**src/rtl/traffic_phase_ctrl_if.sv**
```systemverilog
// Control inputs and lamp/status outputs of the two-road phase controller.
// Width of the remaining-cycle counter follows the controller's CW.
interface traffic_phase_ctrl_if #(
    parameter int CW = 4
);
    logic          clr;
    logic          testl;
    logic          hold;
    logic          sens;
    logic [2:0]    main_lt;
    logic [2:0]    side_lt;
    logic [2:0]    phase;
    logic [CW-1:0] cnt;
    logic          tick;

    modport master (
        output clr, testl, hold, sens,
        input  main_lt, side_lt, phase, cnt, tick
    );

    modport slave (
        input  clr, testl, hold, sens,
        output main_lt, side_lt, phase, cnt, tick
    );
endinterface

```
**src/rtl/traffic_phase_ctrl.sv**
```systemverilog
// Two-road traffic-light phase sequencer driven by a per-phase down-counter,
// with side-road demand gating of main green, hold, clear and a one-cycle test mode.
//
// state | meaning
// ------+-------------------------------------------------
// S_MG  | main green, side red; leaves only with side demand
// S_MY  | main yellow, side red
// S_AR1 | all red after main road
// S_SG  | main red, side green
// S_SY  | main red, side yellow
// S_AR2 | all red after side road
module traffic_phase_ctrl #(
    parameter int CW         = 4,
    parameter int GREEN_MAIN = 10,
    parameter int GREEN_SIDE = 6,
    parameter int YELLOW     = 3,
    parameter int ALLRED     = 1
) (
    input  logic                ck,
    input  logic                resetn,
    traffic_phase_ctrl_if.slave bus
);
    localparam int DUR_MAX = 1 << CW;

    localparam bit PARAMS_OK =
        (CW >= 2) && (CW <= 16) &&
        (GREEN_MAIN >= 1) && (GREEN_MAIN <= DUR_MAX) &&
        (GREEN_SIDE >= 1) && (GREEN_SIDE <= DUR_MAX) &&
        (YELLOW     >= 1) && (YELLOW     <= DUR_MAX) &&
        (ALLRED     >= 1) && (ALLRED     <= DUR_MAX);

    generate
        if (!PARAMS_OK) begin : g_param_err
            $error("traffic_phase_ctrl: parameter out of range");
        end
        if ($bits(bus.cnt) != CW) begin : g_width_err
            $error("traffic_phase_ctrl: interface CW does not match module CW");
        end
    endgenerate

    localparam logic [CW-1:0] LD_MG = CW'(GREEN_MAIN - 1);
    localparam logic [CW-1:0] LD_SG = CW'(GREEN_SIDE - 1);
    localparam logic [CW-1:0] LD_YL = CW'(YELLOW - 1);
    localparam logic [CW-1:0] LD_AR = CW'(ALLRED - 1);

    typedef enum logic [2:0] {
        S_MG  = 3'd0,
        S_MY  = 3'd1,
        S_AR1 = 3'd2,
        S_SG  = 3'd3,
        S_SY  = 3'd4,
        S_AR2 = 3'd5
    } state_t;

    state_t        state_q, state_d;
    logic [CW-1:0] cnt_q, cnt_d;
    logic          tick_q, tick_d;
    logic          phase_end;

    // Test mode collapses every phase to a single cycle by loading zero.
    function automatic logic [CW-1:0] load_of(input state_t s, input logic testl);
        logic [CW-1:0] v;
        case (s)
            S_MG:        v = LD_MG;
            S_MY, S_SY:  v = LD_YL;
            S_SG:        v = LD_SG;
            default:     v = LD_AR;
        endcase
        return testl ? v : '0;
    endfunction

    function automatic state_t next_of(input state_t s);
        state_t n;
        case (s)
            S_MG:    n = S_MY;
            S_MY:    n = S_AR1;
            S_AR1:   n = S_SG;
            S_SG:    n = S_SY;
            S_SY:    n = S_AR2;
            default: n = S_MG;
        endcase
        return n;
    endfunction

    always_ff @(posedge ck) begin
        if (!resetn) begin
            state_q <= S_MG;
            cnt_q   <= LD_MG;
            tick_q  <= 1'b0;
        end else begin
            state_q <= state_d;
            cnt_q   <= cnt_d;
            tick_q  <= tick_d;
        end
    end

    always_comb begin
        state_d   = state_q;
        cnt_d     = cnt_q;
        tick_d    = 1'b0;
        phase_end = (cnt_q == '0) || !bus.testl;

        if (bus.clr) begin
            state_d = S_MG;
            cnt_d   = load_of(S_MG, bus.testl);
        end else if (!bus.hold) begin
            case (state_q)
                S_MG, S_MY, S_AR1, S_SG, S_SY, S_AR2: begin
                    // Main green is only released when the side road is asking for it.
                    if (phase_end && ((state_q != S_MG) || bus.sens)) begin
                        state_d = next_of(state_q);
                        cnt_d   = load_of(next_of(state_q), bus.testl);
                        tick_d  = 1'b1;
                    end else if (cnt_q != '0) begin
                        cnt_d = cnt_q - CW'(1);
                    end
                end
                default: begin
                    state_d = S_MG;
                    cnt_d   = load_of(S_MG, bus.testl);
                    tick_d  = 1'b1;
                end
            endcase
        end
    end

    always_comb begin
        bus.main_lt = 3'b100;
        bus.side_lt = 3'b100;
        case (state_q)
            S_MG: begin
                bus.main_lt = 3'b001;
                bus.side_lt = 3'b100;
            end
            S_MY: begin
                bus.main_lt = 3'b010;
                bus.side_lt = 3'b100;
            end
            S_SG: begin
                bus.main_lt = 3'b100;
                bus.side_lt = 3'b001;
            end
            S_SY: begin
                bus.main_lt = 3'b100;
                bus.side_lt = 3'b010;
            end
            default: begin
                bus.main_lt = 3'b100;
                bus.side_lt = 3'b100;
            end
        endcase
    end

    assign bus.phase = state_q;
    assign bus.cnt   = cnt_q;
    assign bus.tick  = tick_q;
endmodule

```
**src/flat_wrapper.sv**
```systemverilog
// flat-port wrapper written by rule: the top's interface ports become plain ports
module traffic_phase_ctrl_flat 
#(
    parameter int CW         = 4,
    parameter int GREEN_MAIN = 10,
    parameter int GREEN_SIDE = 6,
    parameter int YELLOW     = 3,
    parameter int ALLRED     = 1
)
  (ck, resetn, bus_clr, bus_testl, bus_hold, bus_sens, bus_main_lt, bus_side_lt, bus_phase, bus_cnt, bus_tick);
  traffic_phase_ctrl_if #(.CW(CW)) bus_i ();
  input  logic ck;
  input  logic resetn;
  input wire logic [$bits(bus_i.clr)-1:0] bus_clr;
  input wire logic [$bits(bus_i.testl)-1:0] bus_testl;
  input wire logic [$bits(bus_i.hold)-1:0] bus_hold;
  input wire logic [$bits(bus_i.sens)-1:0] bus_sens;
  output wire logic [$bits(bus_i.main_lt)-1:0] bus_main_lt;
  output wire logic [$bits(bus_i.side_lt)-1:0] bus_side_lt;
  output wire logic [$bits(bus_i.phase)-1:0] bus_phase;
  output wire logic [$bits(bus_i.cnt)-1:0] bus_cnt;
  output wire logic [$bits(bus_i.tick)-1:0] bus_tick;
  assign bus_i.clr = bus_clr;
  assign bus_i.testl = bus_testl;
  assign bus_i.hold = bus_hold;
  assign bus_i.sens = bus_sens;
  assign bus_main_lt = bus_i.main_lt;
  assign bus_side_lt = bus_i.side_lt;
  assign bus_phase = bus_i.phase;
  assign bus_cnt = bus_i.cnt;
  assign bus_tick = bus_i.tick;
  traffic_phase_ctrl #(.CW(CW), .GREEN_MAIN(GREEN_MAIN), .GREEN_SIDE(GREEN_SIDE), .YELLOW(YELLOW), .ALLRED(ALLRED)) u_core (.ck(ck), .resetn(resetn), .bus(bus_i));
endmodule
```
**config.mk**
```make
export PLATFORM = sky130hd
export DESIGN_NAME = traffic_phase_ctrl_flat
export DESIGN_NICKNAME = d
export VERILOG_FILES = /design/src/rtl/traffic_phase_ctrl_if.sv /design/src/rtl/traffic_phase_ctrl.sv /design/src/flat_wrapper.sv
export SDC_FILE = /design/constraint.sdc
export NUM_CORES = 1
export LEC_CHECK = 0
export ABC_AREA = 0
export CORE_MARGIN = 2
export CORE_UTILIZATION = 40
export CTS_CLUSTER_DIAMETER = 100
export CTS_CLUSTER_SIZE = 12
export DETAILED_ROUTE_END_ITERATION = 16
export MAX_ROUTING_LAYER = met4
export PLACE_DENSITY = 0.74
export RECOVER_POWER = 100
export SYNTH_ARGS = -nofsm -noshare
export SYNTH_HDL_FRONTEND = slang
export SYNTH_SLANG_ARGS = --single-unit
```
**constraint.sdc**
```tcl
create_clock -name ck -period 1.65 [get_ports ck]
set_clock_uncertainty 0.05 [all_clocks]
set_input_delay 0.4125 -clock ck [delete_from_list [all_inputs] [get_ports ck]]
set_output_delay 0.4125 -clock ck [all_outputs]
set_load 0.01 [all_outputs]
```
* Yosys cells after proc, flatten, opt, wreduce, memory -nomap -nowiden
Index checks and enable logic that the tools add are counted.
** Storage, ports and cells
- Word-level logic and storage cells :: 50
- Output and inout port bits :: 14
- Bits of input ports :: 6
- Flip-flop bits (word level) :: 8
** Cells by class
- Add/subtract/negate cells :: 1
- Bitwise operators :: 2
- Multiplexer cells :: 18
- Reductions and logical operators :: 15
- Equal/unequal tests :: 11
** Operators with widths (count)
- 2-to-1 mux 4 bit :: 7
- 2-to-1 mux 3 bit :: 5
- one-hot mux 3 bit (5 select lines) :: 1
- one-hot mux 3 bit (2 select lines) :: 2
- one-hot mux 4 bit (3 select lines) :: 1
- == test 3 x 2 -> 1 bit (second input constant) :: 3
- == test 3 bit (second input constant) :: 3
- == test 3 x 1 -> 1 bit (second input constant) :: 2
- logical NOT 3 bit :: 2
- OR reduction 6 bit :: 1
- logical NOT 4 bit :: 1
- inequality test 4 x 2 -> 1 bit (second input constant) :: 1
- AND reduction 2 bit :: 2
- nonzero test 4 bit :: 1
- OR reduction 2 bit :: 2
- subtractor 4 x 1 -> 4 bit (second input constant) :: 1
- nonzero test 3 bit :: 1
- OR reduction 3 bit :: 1
- logical OR 1 bit :: 2
- 2-to-1 mux 1 bit :: 2
- inequality test 2 x 1 -> 1 bit (second input constant) :: 1
- inequality test 2 bit (second input constant) :: 1
- NOT 1 bit :: 2
- logical AND 1 bit :: 1
- logical NOT 1 bit :: 1

* Longest topological paths before layout
- Depth after elaboration :: 15
- Depth in mapped cells :: 6
- Mapped depth without buffers :: 6

* Worst setup path after synthesis
Ideal clock, no wire load.
- Path type :: flip-flop to flip-flop
- Start :: register u_core.cnt_q[0], in the netlist u_core.bus.cnt[0]
- End :: register u_core.cnt_q[0], in the netlist u_core.bus.cnt[0]
- Clock period less this slack :: 1621 ps
- Required time :: 1527 ps
- Library setup time :: 73 ps
- Stages on the path, launching flop included :: 7
- Setup slack :: 29 ps
- Arrival time :: 1498 ps
- Buffers on the path :: 0
- Cells stage by stage :: dfxtp_1 inv_1 ha_1 nor3b_2 a32o_2 o21bai_2 o211ai_2
** On the way
- Longest elaborated chain between the ends :: 7
- Elaborated cells on any way between the ends :: 12
- Those cells by class :: add/sub: 1; eq/ne: 1; mux: 5; reduce/logical: 5
** Ends and longest elaborated chain
- start, declared :: RTL line traffic_phase_ctrl.sv:56 : logic [CW-1:0] cnt_q, cnt_d;
- start signal, assigned :: RTL line traffic_phase_ctrl.sv:92 : cnt_q <= cnt_d;
- branches (longest 7 deep; another with subtractor 4 x 1 -> 4 bit)
Parallel ways; which one is timed is not known. The select of a mux whose other input is x is not followed.
A chain may end at the register's enable or synchronous reset.

* Worst setup path after layout
- Start :: register u_core.state_q[1], in the netlist u_core.bus.phase[1]
- End :: output bus_main_lt[0]
** On the way
- Longest elaborated chain between the ends :: 2
- Elaborated cells on any way between the ends :: 3
- Those cells by class :: eq/ne: 1; mux: 1; reduce/logical: 1
** Ends and longest elaborated chain
- start, declared :: RTL line traffic_phase_ctrl.sv:55 : state_t state_q, state_d;
- start signal, assigned :: RTL line traffic_phase_ctrl.sv:91 : state_q <= state_d;
- == test 3 x 1 -> 1 bit or logical NOT 3 bit (tied branches) :: RTL line traffic_phase_ctrl.sv:130 : case (state_q)
- one-hot mux 3 bit (2 select lines) (*) :: RTL line traffic_phase_ctrl.sv:130
- end, declared :: RTL line flat_wrapper.sv:18 : output wire logic [$bits(bus_i.main_lt)-1:0] bus_main_lt;
Mark *: on every way between the ends. The rest lies on a longest branch, timed or not.

==> flow_summary.toml <==
[status]
status = "complete, no violations"

[placement]
port_buffers = 19
place_congestion = 0.901
dp_hpwl_um = 1280

[floorplanning]
die_y_um = 43.3
ios = 20
dieArea_um2 = 1880
core_area_um2 = 1470
initial_core_util_pct = 42.0
rows = 14
die_w_um = 43.3

[global_routing]
grtUsageTotal_pct = 19.9
grt_pass1_vias = 629
antenna_found_initial = 0
grt_max_degree = 8
grt_overflow = 0
grt_pass1_wl_um = 2700

[timing]
tightestPinTransition_ns = 0.310
finalMaxSlewViolations = 0
finalSetupViolations = 0
fin_crit_sh_pct = 98.0
relSlewSlack_pct = 79.2
fin_hold_ws_ns = 0.542
finalHoldViolCount = 0
min_period_ns = 1.62
fmax_ghz = 0.619
rsz0062_at_grt = "yes"

[synthesis]
synth_most_common_cell = "dfxtp_1"
yosysTopAreaCellShare_pct = 25.9
yosysWarnings = 0
yosys-top-cells-area = "dfxtp_1, nor2_1, ha_1"
synth-main-ff-cell = "dfxtp_1"
netlist_area_um2 = 618
synth.distinct_cells = 37
async_flop_share_pct = 0
synthesis.nets = 81
ys_seq_area_share_pct = 25.9
synth_cells = 73
ys_ff_latch = 8
synth_common_cells = "dfxtp_1, nor2_1, inv_1, nand2_1, nor3_1"
yosysTopAreaCell = "dfxtp_1"
synth_edf_count = 0
avgSynthCellArea_um2 = 8.47

[pwr]
leakagePower_uw = 0.000445
vdd_drop_max_mv = 0.473
power.density_nw_per_um2 = 513
fin_total_pwr_uw = 507

[cts]
path_clk_slew_ns = 0.05
insertion_delay_ns = 0.26
cts.path.max_buffers = 2
numCtsBuffers = 3
cts_tree = "done"
cts_max_level = 1
cts-root-buf = "clkbuf_4"
clock_sinks = 8
postCtsHoldBufs = 0

[critical_path]
cp_data_arrival_time_ns = 1.15
path_cells = "buf_4 -> nor3_1 -> dlygate4sd2_1"
critical-path-slowest-cell = "dfxtp_2"
path_max_fanout = 4
cp-start-kind = "register"
cp-startpoint = "u_core.bus.phase[1]"
end_kind = "output pin"
critPathBufInv = 2
critical_path_required_ns = 1.19
critPathKind = "reg2out"
r2r_start = "u_core.bus.cnt[0]"
cpLargestDelayFamily = "buffers and inverters"
max_stage_delay_ns = 0.34

[drt]
wl_met2_um = 728
route.vias.total = 719
drc = 0
met3_length_um = 116
wirelength_um = 1650
wl_met1_um = 771
viasPerCell = 5.62
first_iter_violations = 34
top_layer = "met4"
firstDrtPassIters = 4
wl_per_cell_um = 12.9
antenna_left = 0

[finish]
drive_gt1_share_pct = 42.0
num_antenna_cells = 0
fillCellCount = 128
area_growth_pct = 60.1
fin_nets = 122

[flow_run]
cap_violations = 0

[worst_hold_path]
hold_class = "reg2reg"
hp-start = "u_core.bus.cnt[0]"
final timing paths:
path	cells after the start	to	slack, ns
worst max register to register	6	u_core.bus.cnt[1]	0.04
worst min-delay path	3	u_core.bus.cnt[0]	0.54
worst max-delay path	3	bus_main_lt[0]	0.03
worst min register to register	3	u_core.bus.cnt[0]	0.54
worst register-to-register path, cell delays in order (launching register included):
cell     delay [ns]
dfxtp_2        0.32
inv_2          0.07
ha_4           0.13
or3b_4         0.40
nor4_2         0.22
o22ai_1        0.13
o41ai_2        0.20
cells by family (layout without fill, tap and decap cells):
group / count (synthesis) / in the layout / synth area share, %
flip-flops: 8 / 8 / 25.9
buffers and inverters: 11 / 50 / 9.72
adder cells (fa/ha/maj): 2 / 2 / 4.05
AND/OR/NAND/NOR: 29 / 29 / 27.9
XOR/XNOR: 3 / 3 / 4.25
AO/OA/AOI/OAI: 20 / 20 / 28.1
layer usage:
metal | vias to the layer above | GRT usage [%]
li1 | 347 | -
met4 | 0 | 10.9
met5 | - | -
met3 | 5 | 2.98
met1 | 338 | 27.1
met2 | 29 | 28.1
what timing repair did:
item	CTS	global route
setup buffers	1	2
pin swaps	2	2
resized for setup	25	11
setup endpoints to repair	17	10
sequential cells by signal (all words and copies together), names as in the netlist:
name,cells
u_core.bus.tick,1
u_core.bus.phase,3
u_core.bus.cnt,4
power breakdown:
part	switching, uW	internal, uW	leakage (uW)	total, uW
combinational	68.1	79.3	0.000365	147
sequential	9.89	201	0.0000668	210
clock	66.4	83.2	0.0000138	150
cells in the final DEF, fill, tap and decap left out, types with 2 or more instances in the layout:
cell and n:
a21oi_1 2, buf_4 21, clkbuf_2 3, clkbuf_4 3
clkdlybuf4s50_1 5, dfxtp_1 4, dfxtp_2 3, dlygate4sd2_1 10
inv_1 4, inv_2 3, nand2_1 6, nand3_1 2
nor2_1 7, nor3_1 4, o211ai_2 2, o21ai_0 2
o221a_1 2, or3_1 2, xor2_1 2
layout make-up:
cell class | instances | area [um^2] | area share (%)
sequential | 8 | 168 | 16.9
multi-input combinational | 54 | 433 | 43.7
timing repair buffer | 40 | 320 | 32.4
tap | 16 | 20.0 | 2.02
clock buffer | 3 | 22.5 | 2.28
inverter | 7 | 26.3 | 2.65
through the flow:
stage               util (%)  cells  setup WS, ns  setup TNS (ns)  cell area, um^2
floorplan                  -     73        0.0286               0              618
global placement        63.2    122        -0.150          -0.839              930
detailed placement      63.2    122        -0.206           -1.29              930
CTS                     66.1    126       -0.0198         -0.0198              972
global route            67.3    128       -0.0276         -0.0276              990
finish                  67.3    128        0.0336               0              990
Note: power is estimated with default switching activity, not from simulation.
